### src/rtl/div_arbiter.sv
// div_arbiter
//   Round-robin arbiter and sequencer that shares one 8-bit non-restoring
//   divider among NREQ requesters. The winner's operands are latched at
//   grant time. The arbiter starts the divider, collects the quotient and
//   remainder from the divider's output bus, and returns them with a one-hot,
//   one-cycle done strobe.
//
//   Build option: DIVARB_REMAINDER_EN
//     defined   - quotient and remainder are both captured from the divider.
//     undefined - the remainder capture step is skipped, rem is tied to 0,
//                 and each operation takes one cycle less.
//
//   Ports
//     clk        in   system clock, rising edge
//     reset      in   asynchronous reset, active low
//     req        in   [NREQ]   request levels, held until own done pulse
//     m_in       in   [8*NREQ] divisors, requester i at [8*i+7:8*i]
//     q_in       in   [8*NREQ] dividends, same packing
//     done       out  [NREQ]   one-hot, one-cycle result strobe
//     quo        out  [8]      quotient, valid with done
//     rem        out  [8]      remainder, valid with done
//     dz         out           divide-by-zero flag, valid with done
//     arb_busy   out           high from grant through the done cycle
//     div_start  out           divider start
//     div_m      out  [8]      divider divisor operand
//     div_q      out  [8]      divider dividend operand
//     div_busy   in            divider busy
//     div_out    in   [8]      divider output bus (quotient, then remainder)
//     fsm_state  out  [3]      current sequencer state, for observation
//
//   Divider handshake: div_start is held high from START until div_busy is
//   seen high. The first cycle div_busy is seen low again, div_out carries
//   the quotient. In the following cycle it carries the remainder.
module div_arbiter #(
  parameter int NREQ = 4
) (
  input  logic              clk,
  input  logic              reset,
  input  logic [NREQ-1:0]   req,
  input  logic [8*NREQ-1:0] m_in,
  input  logic [8*NREQ-1:0] q_in,
  output logic [NREQ-1:0]   done,
  output logic [7:0]        quo,
  output logic [7:0]        rem,
  output logic              dz,
  output logic              arb_busy,
  output logic              div_start,
  output logic [7:0]        div_m,
  output logic [7:0]        div_q,
  input  logic              div_busy,
  input  logic [7:0]        div_out,
  output logic [2:0]        fsm_state
);

  localparam int PW = $clog2(NREQ);

  typedef enum logic [2:0] {
    IDLE    = 3'd0,
    START   = 3'd1,
    WAIT_HI = 3'd2,
    WAIT_LO = 3'd3,
    CAP_REM = 3'd4,
    DONE    = 3'd5
  } state_t;

  state_t        state;
  logic [PW-1:0] ptr;
  logic [PW-1:0] g;

  logic          grant_found;
  logic [PW-1:0] grant_idx;
  logic [PW:0]   cand;
  logic [7:0]    grant_m;
  logic [7:0]    grant_q;

`ifdef DIVARB_REMAINDER_EN
  logic [7:0]    quo_r;
  logic [7:0]    rem_reg;
  assign rem = rem_reg;
`else
  assign rem = 8'd0;
`endif

  assign fsm_state = state;

  // First set request at or after ptr, wrapping. cand is ptr+k reduced
  // modulo NREQ with one conditional subtract, since ptr+k < 2*NREQ.
  always_comb begin
    grant_found = 1'b0;
    grant_idx   = '0;
    cand        = '0;
    for (int k = 0; k < NREQ; k++) begin
      cand = {1'b0, ptr} + (PW+1)'(k);
      if (cand >= (PW+1)'(NREQ)) cand = cand - (PW+1)'(NREQ);
      if (!grant_found && req[cand[PW-1:0]]) begin
        grant_found = 1'b1;
        grant_idx   = cand[PW-1:0];
      end
    end
  end

  assign grant_m = m_in[8*grant_idx +: 8];
  assign grant_q = q_in[8*grant_idx +: 8];

  // quo/rem/dz only change on entry to DONE, so outside the done cycle
  // they keep the previous result.
  always_ff @(posedge clk or negedge reset) begin
    if (!reset) begin
      state     <= IDLE;
      ptr       <= '0;
      g         <= '0;
      done      <= '0;
      quo       <= '0;
      dz        <= 1'b0;
      arb_busy  <= 1'b0;
      div_start <= 1'b0;
      div_m     <= '0;
      div_q     <= '0;
`ifdef DIVARB_REMAINDER_EN
      quo_r     <= '0;
      rem_reg   <= '0;
`endif
    end else begin
      done <= '0;
      case (state)
        IDLE: begin
          if (grant_found) begin
            g        <= grant_idx;
            arb_busy <= 1'b1;
            if (grant_m == 8'd0) begin
              // Divide by zero is answered locally; the divider never starts.
              done  <= NREQ'(1) << grant_idx;
              quo   <= 8'hFF;
              dz    <= 1'b1;
`ifdef DIVARB_REMAINDER_EN
              rem_reg <= grant_q;
`endif
              state <= DONE;
            end else begin
              div_start <= 1'b1;
              div_m     <= grant_m;
              div_q     <= grant_q;
              state     <= START;
            end
          end
        end
        START: state <= WAIT_HI;
        WAIT_HI: begin
          if (div_busy) begin
            div_start <= 1'b0;
            state     <= WAIT_LO;
          end
        end
        WAIT_LO: begin
          if (!div_busy) begin
`ifdef DIVARB_REMAINDER_EN
            quo_r <= div_out;
            state <= CAP_REM;
`else
            quo   <= div_out;
            dz    <= 1'b0;
            done  <= NREQ'(1) << g;
            state <= DONE;
`endif
          end
        end
`ifdef DIVARB_REMAINDER_EN
        CAP_REM: begin
          quo     <= quo_r;
          rem_reg <= div_out;
          dz      <= 1'b0;
          done    <= NREQ'(1) << g;
          state   <= DONE;
        end
`endif
        DONE: begin
          arb_busy <= 1'b0;
          ptr      <= (g == PW'(NREQ - 1)) ? '0 : g + PW'(1);
          state    <= IDLE;
        end
        default: state <= IDLE;
      endcase
    end
  end

endmodule

### config.mk
export PLATFORM = sky130hd
export DESIGN_NAME = div_arbiter
export DESIGN_NICKNAME = d
export VERILOG_FILES = /design/src/rtl/div_arbiter.sv
export SDC_FILE = /design/constraint.sdc
export NUM_CORES = 1
export LEC_CHECK = 0
export CORE_ASPECT_RATIO = 0.6
export CORE_MARGIN = 5
export CORE_UTILIZATION = 36
export CTS_CLUSTER_DIAMETER = 120
export DETAILED_ROUTE_END_ITERATION = 10
export GPL_ROUTABILITY_DRIVEN = 1
export PLACE_DENSITY = 0.74
export SLEW_MARGIN = 20
export SYNTH_ARGS = -nofsm -noshare
export SYNTH_HDL_FRONTEND = slang
export SYNTH_SLANG_ARGS = --single-unit
### constraint.sdc
create_clock -name clk -period 3.12 [get_ports clk]
set_input_delay 0.312 -clock clk [delete_from_list [all_inputs] [get_ports clk]]
set_output_delay 0.312 -clock clk [all_outputs]
set_load 0.01 [all_outputs]
==> qor.yml <==
reg2regPathDepth: 9
htreeDepth: 2
hpwl_um: 5680
cpMaxStageDelayCell: "or4_4"
p_seq_share_pct: 27.3
routed_via_density: 4.97
grt_antenna_before_repair: 0
grt_first_pass_wirelength_um: 11300
vdd_drop_max_mv: 0.366
fin_cells: 461
cts_setup_buffers: 0
cts-root-buf: "clkbuf_8"
yosysTopAreaCell: "dfrtp_1"
regToRegSetupSlack_ps: 230
grt_max_degree: 39
numCtsBuffers: 5
hold_ws_ps: 121
clockPowerShare_pct: 16.0
drc: 0
ys.flop_type: "dfrtp_1"
start_util_pct: 37.9
outcome: "completed"
finalPower_mw: 3.15
synth_cell_types: 41
core-area_um2: 6280
die_w_um: 115
synth_enable_flop_cells: 0
clock_latency_ps: 300
antenna_left: 0
fillers: 562
grt_usage_pct: 16.9
rows: 22
finalMaxSlewViolations: 0
ios: 121
netSwitchingFraction_pct: 36.9
seq_area_um2: 951
crit_chain: "clkdlybuf4s50_1 > nor2b_1 > a221o_1 > and2_1 > buf_12 > a211oi_2 > o22ai_1 > or4_4 > nand2_4 > mux2_2"
cp.required_ps: 3290
route.vias.total: 2290
internal_power_mw: 1.99
setup.worst_path.start_class: "primary input"
synth_warnings: 0
areaGrowthSynthToFinish_pct: 64.0
critical_path_class: "primary input to flop"
max_freq_mhz: 332
ys_seq_area_share_pct: 39.9
grt_pass1_vias: 2290
multiInputGateArea_um2: 1320
p_per_area_nw_per_um2: 807
dr.first_iter.drc_count: 102
hold_viol_final: 0
min_period_ps: 3010
worstSetupEndpointType: "flop"
synth_area_um2: 2380
min_period_over_period_pct: 96.5
drt_pass1_iterations: 4
synth_area_leaders: "dfrtp_1, mux2_2, a21boi_0, mux2_1, a211oi_1"
die_area_um2: 8390
clock_path_buffers: 2
reg2reg_from: "ptr[1]$_DFFE_PN0P_"
rsz0062_at_grt: "yes"
finalSetupViolations: 0
gp_congestion: 0.791
synth_top_cell_area_share_pct: 39.9
cap_violations: 0
critPathArrivalTime_ps: 3190
holdBufCountCts: 0
numClockSinks: 38
layout-drive-gt1-share_pct: 20.2
synth-seq-cells: 38
max_stage_delay_ps: 590
overflow: 0
clk_pin_slew_worst_paths_ps: 80
p_switching_mw: 1.16
io_buffers: 112
fin_nets: 459
dpl.cell_count: 453
combPwrFrac_pct: 56.7
fin_tns_setup_ps: 0
wl_per_cell_um: 15.6
slew_headroom_pct: 43.7
worst_r2r_endpoint: "div_m[4]$_DFFE_PN0P_"
fin_skew_ps: 12.4
p_leak_nw: 1.65
wl_um: 7180
diodes: 0
cts_tree: "yes"
worst-path-max-fanout: 18
final_util_pct: 62.2
die_h_um: 73.0
worst_pin_slew_ps: 845
hp-class: "primary input to async pin"
avgSynthCellArea_um2: 9.84
netlist_instances: 242
async_flop_share_pct: 100
cts-resized-gates: 0
==> routing by layer <==
layer,GRT usage [%],part of all wire [%]
met5,0,0
met4,2.73,0.68
met3,7.71,11
met2,26.3,45
met1,22.2,44
==> worst max-delay path, delay by kind of cell <==
| kind | cells | cell delay, ps |
|---|---|---|
| mux | 1 | 370 |
| simple gates | 4 | 1080 |
| compound gates | 3 | 730 |
| buf+inv | 2 | 690 |
==> area by class of cell <==
| type | count | share of cell area (%) |
|---|---|---|
| clock buffer | 5 | 1.76 |
| timing repair buffer | 143 | 34.9 |
| clock inverter | 3 | 1.76 |
| sequential | 38 | 24.4 |
| inverter | 8 | 0.769 |
| multi-input combinational | 180 | 33.8 |
| tap | 84 | 2.69 |
==> sequential cells by signal (all words and copies together), names as in the netlist <==
name       count
quo            8
dz             1
div_q          8
arb_busy       1
fsm_state      3
g              2
done           4
div_start      1
ptr            2
div_m          8
==> cell usage in the layout (no fill, tap or decap), types with 2 or more instances in the layout <==
master	count
mux2i_1	9
clkdlybuf4s50_1	111
clkbuf_8	5
nor2_1	21
nand3_1	16
o21ai_0	6
a22oi_1	9
ha_1	4
bufinv_16	2
buf_4	30
a211oi_2	10
nand2_1	11
nand3b_1	2
a211oi_1	6
inv_1	8
conb_1	8
mux2_2	16
a21oi_1	11
o22ai_1	4
mux2_1	9
o31ai_1	2
dfrtp_1	38
a21boi_0	15
nor2b_1	2
==> worst max path at each step <==
| stage | slack (ps) | depth (start not counted) | end | startpoint |
|---|---|---|---|---|
| finish | 110 | 10 | div_m[4]$_DFFE_PN0P_ | req[1] |
| global route | -1 | 10 | div_m[4]$_DFFE_PN0P_ | req[1] |
| CTS | 3 | 10 | done[1]$_DFF_PN0_ | req[2] |
| detailed placement | -270 | 10 | div_m[6]$_DFFE_PN0P_ | req[2] |
| global placement | -230 | 10 | div_m[0]$_DFFE_PN0P_ | req[2] |
| floorplan | 210 | 12 | div_m[7]$_DFFE_PN0P_ | ptr[1]$_DFFE_PN0P_ |
==> Yosys cell counts, drive strengths merged, types with 4 or more instances <==
cell and count:
dfrtp 38, nand3 16, a211oi 16, o21ai 7, nor2 22, ha 4, a22oi 9, clkbuf 9
a21boi 16, o22ai 4, nand2 13, buf 14, inv 8, mux2 25, a21oi 12, mux2i 9
==> logic make-up (layout without fill, tap and decap cells) <==
logic type               after synthesis  after routing  synth area share, %
adder cells (fa/ha/maj)                4              4                 2.10
AND/OR/NAND/NOR                       61             61                 12.5
buffers and inverters                 31            159                 7.72
multiplexers                          34             34                 15.6
flip-flops                            38             38                 39.9
other                                  1              8                0.157
AO/OA/AOI/OAI                         73             73                 22.0
==> power by group through the flow <==
stage | Clock [mW] | Sequential (mW) | Combinational [mW]
2_1_floorplan | 0 | 0.914 | 0.870
3_3_place_gp | 0 | 0.860 | 1.72
3_5_place_dp | 0 | 0.868 | 1.76
4_1_cts | 0.509 | 0.861 | 1.77
5_1_grt | 0.538 | 0.894 | 1.95
6_report | 0.504 | 0.862 | 1.79
==> per-stage QoR <==
step | area, um2 | setup slack, ps
6_report | 3900 | 109
5_1_grt | 3900 | -1.40
4_1_cts | 3860 | 2.84
3_5_place_dp | 3720 | -266
3_3_place_gp | 3720 | -228
2_1_floorplan | 2410 | 213
No activity file was read; power rests on OpenSTA's default activity.
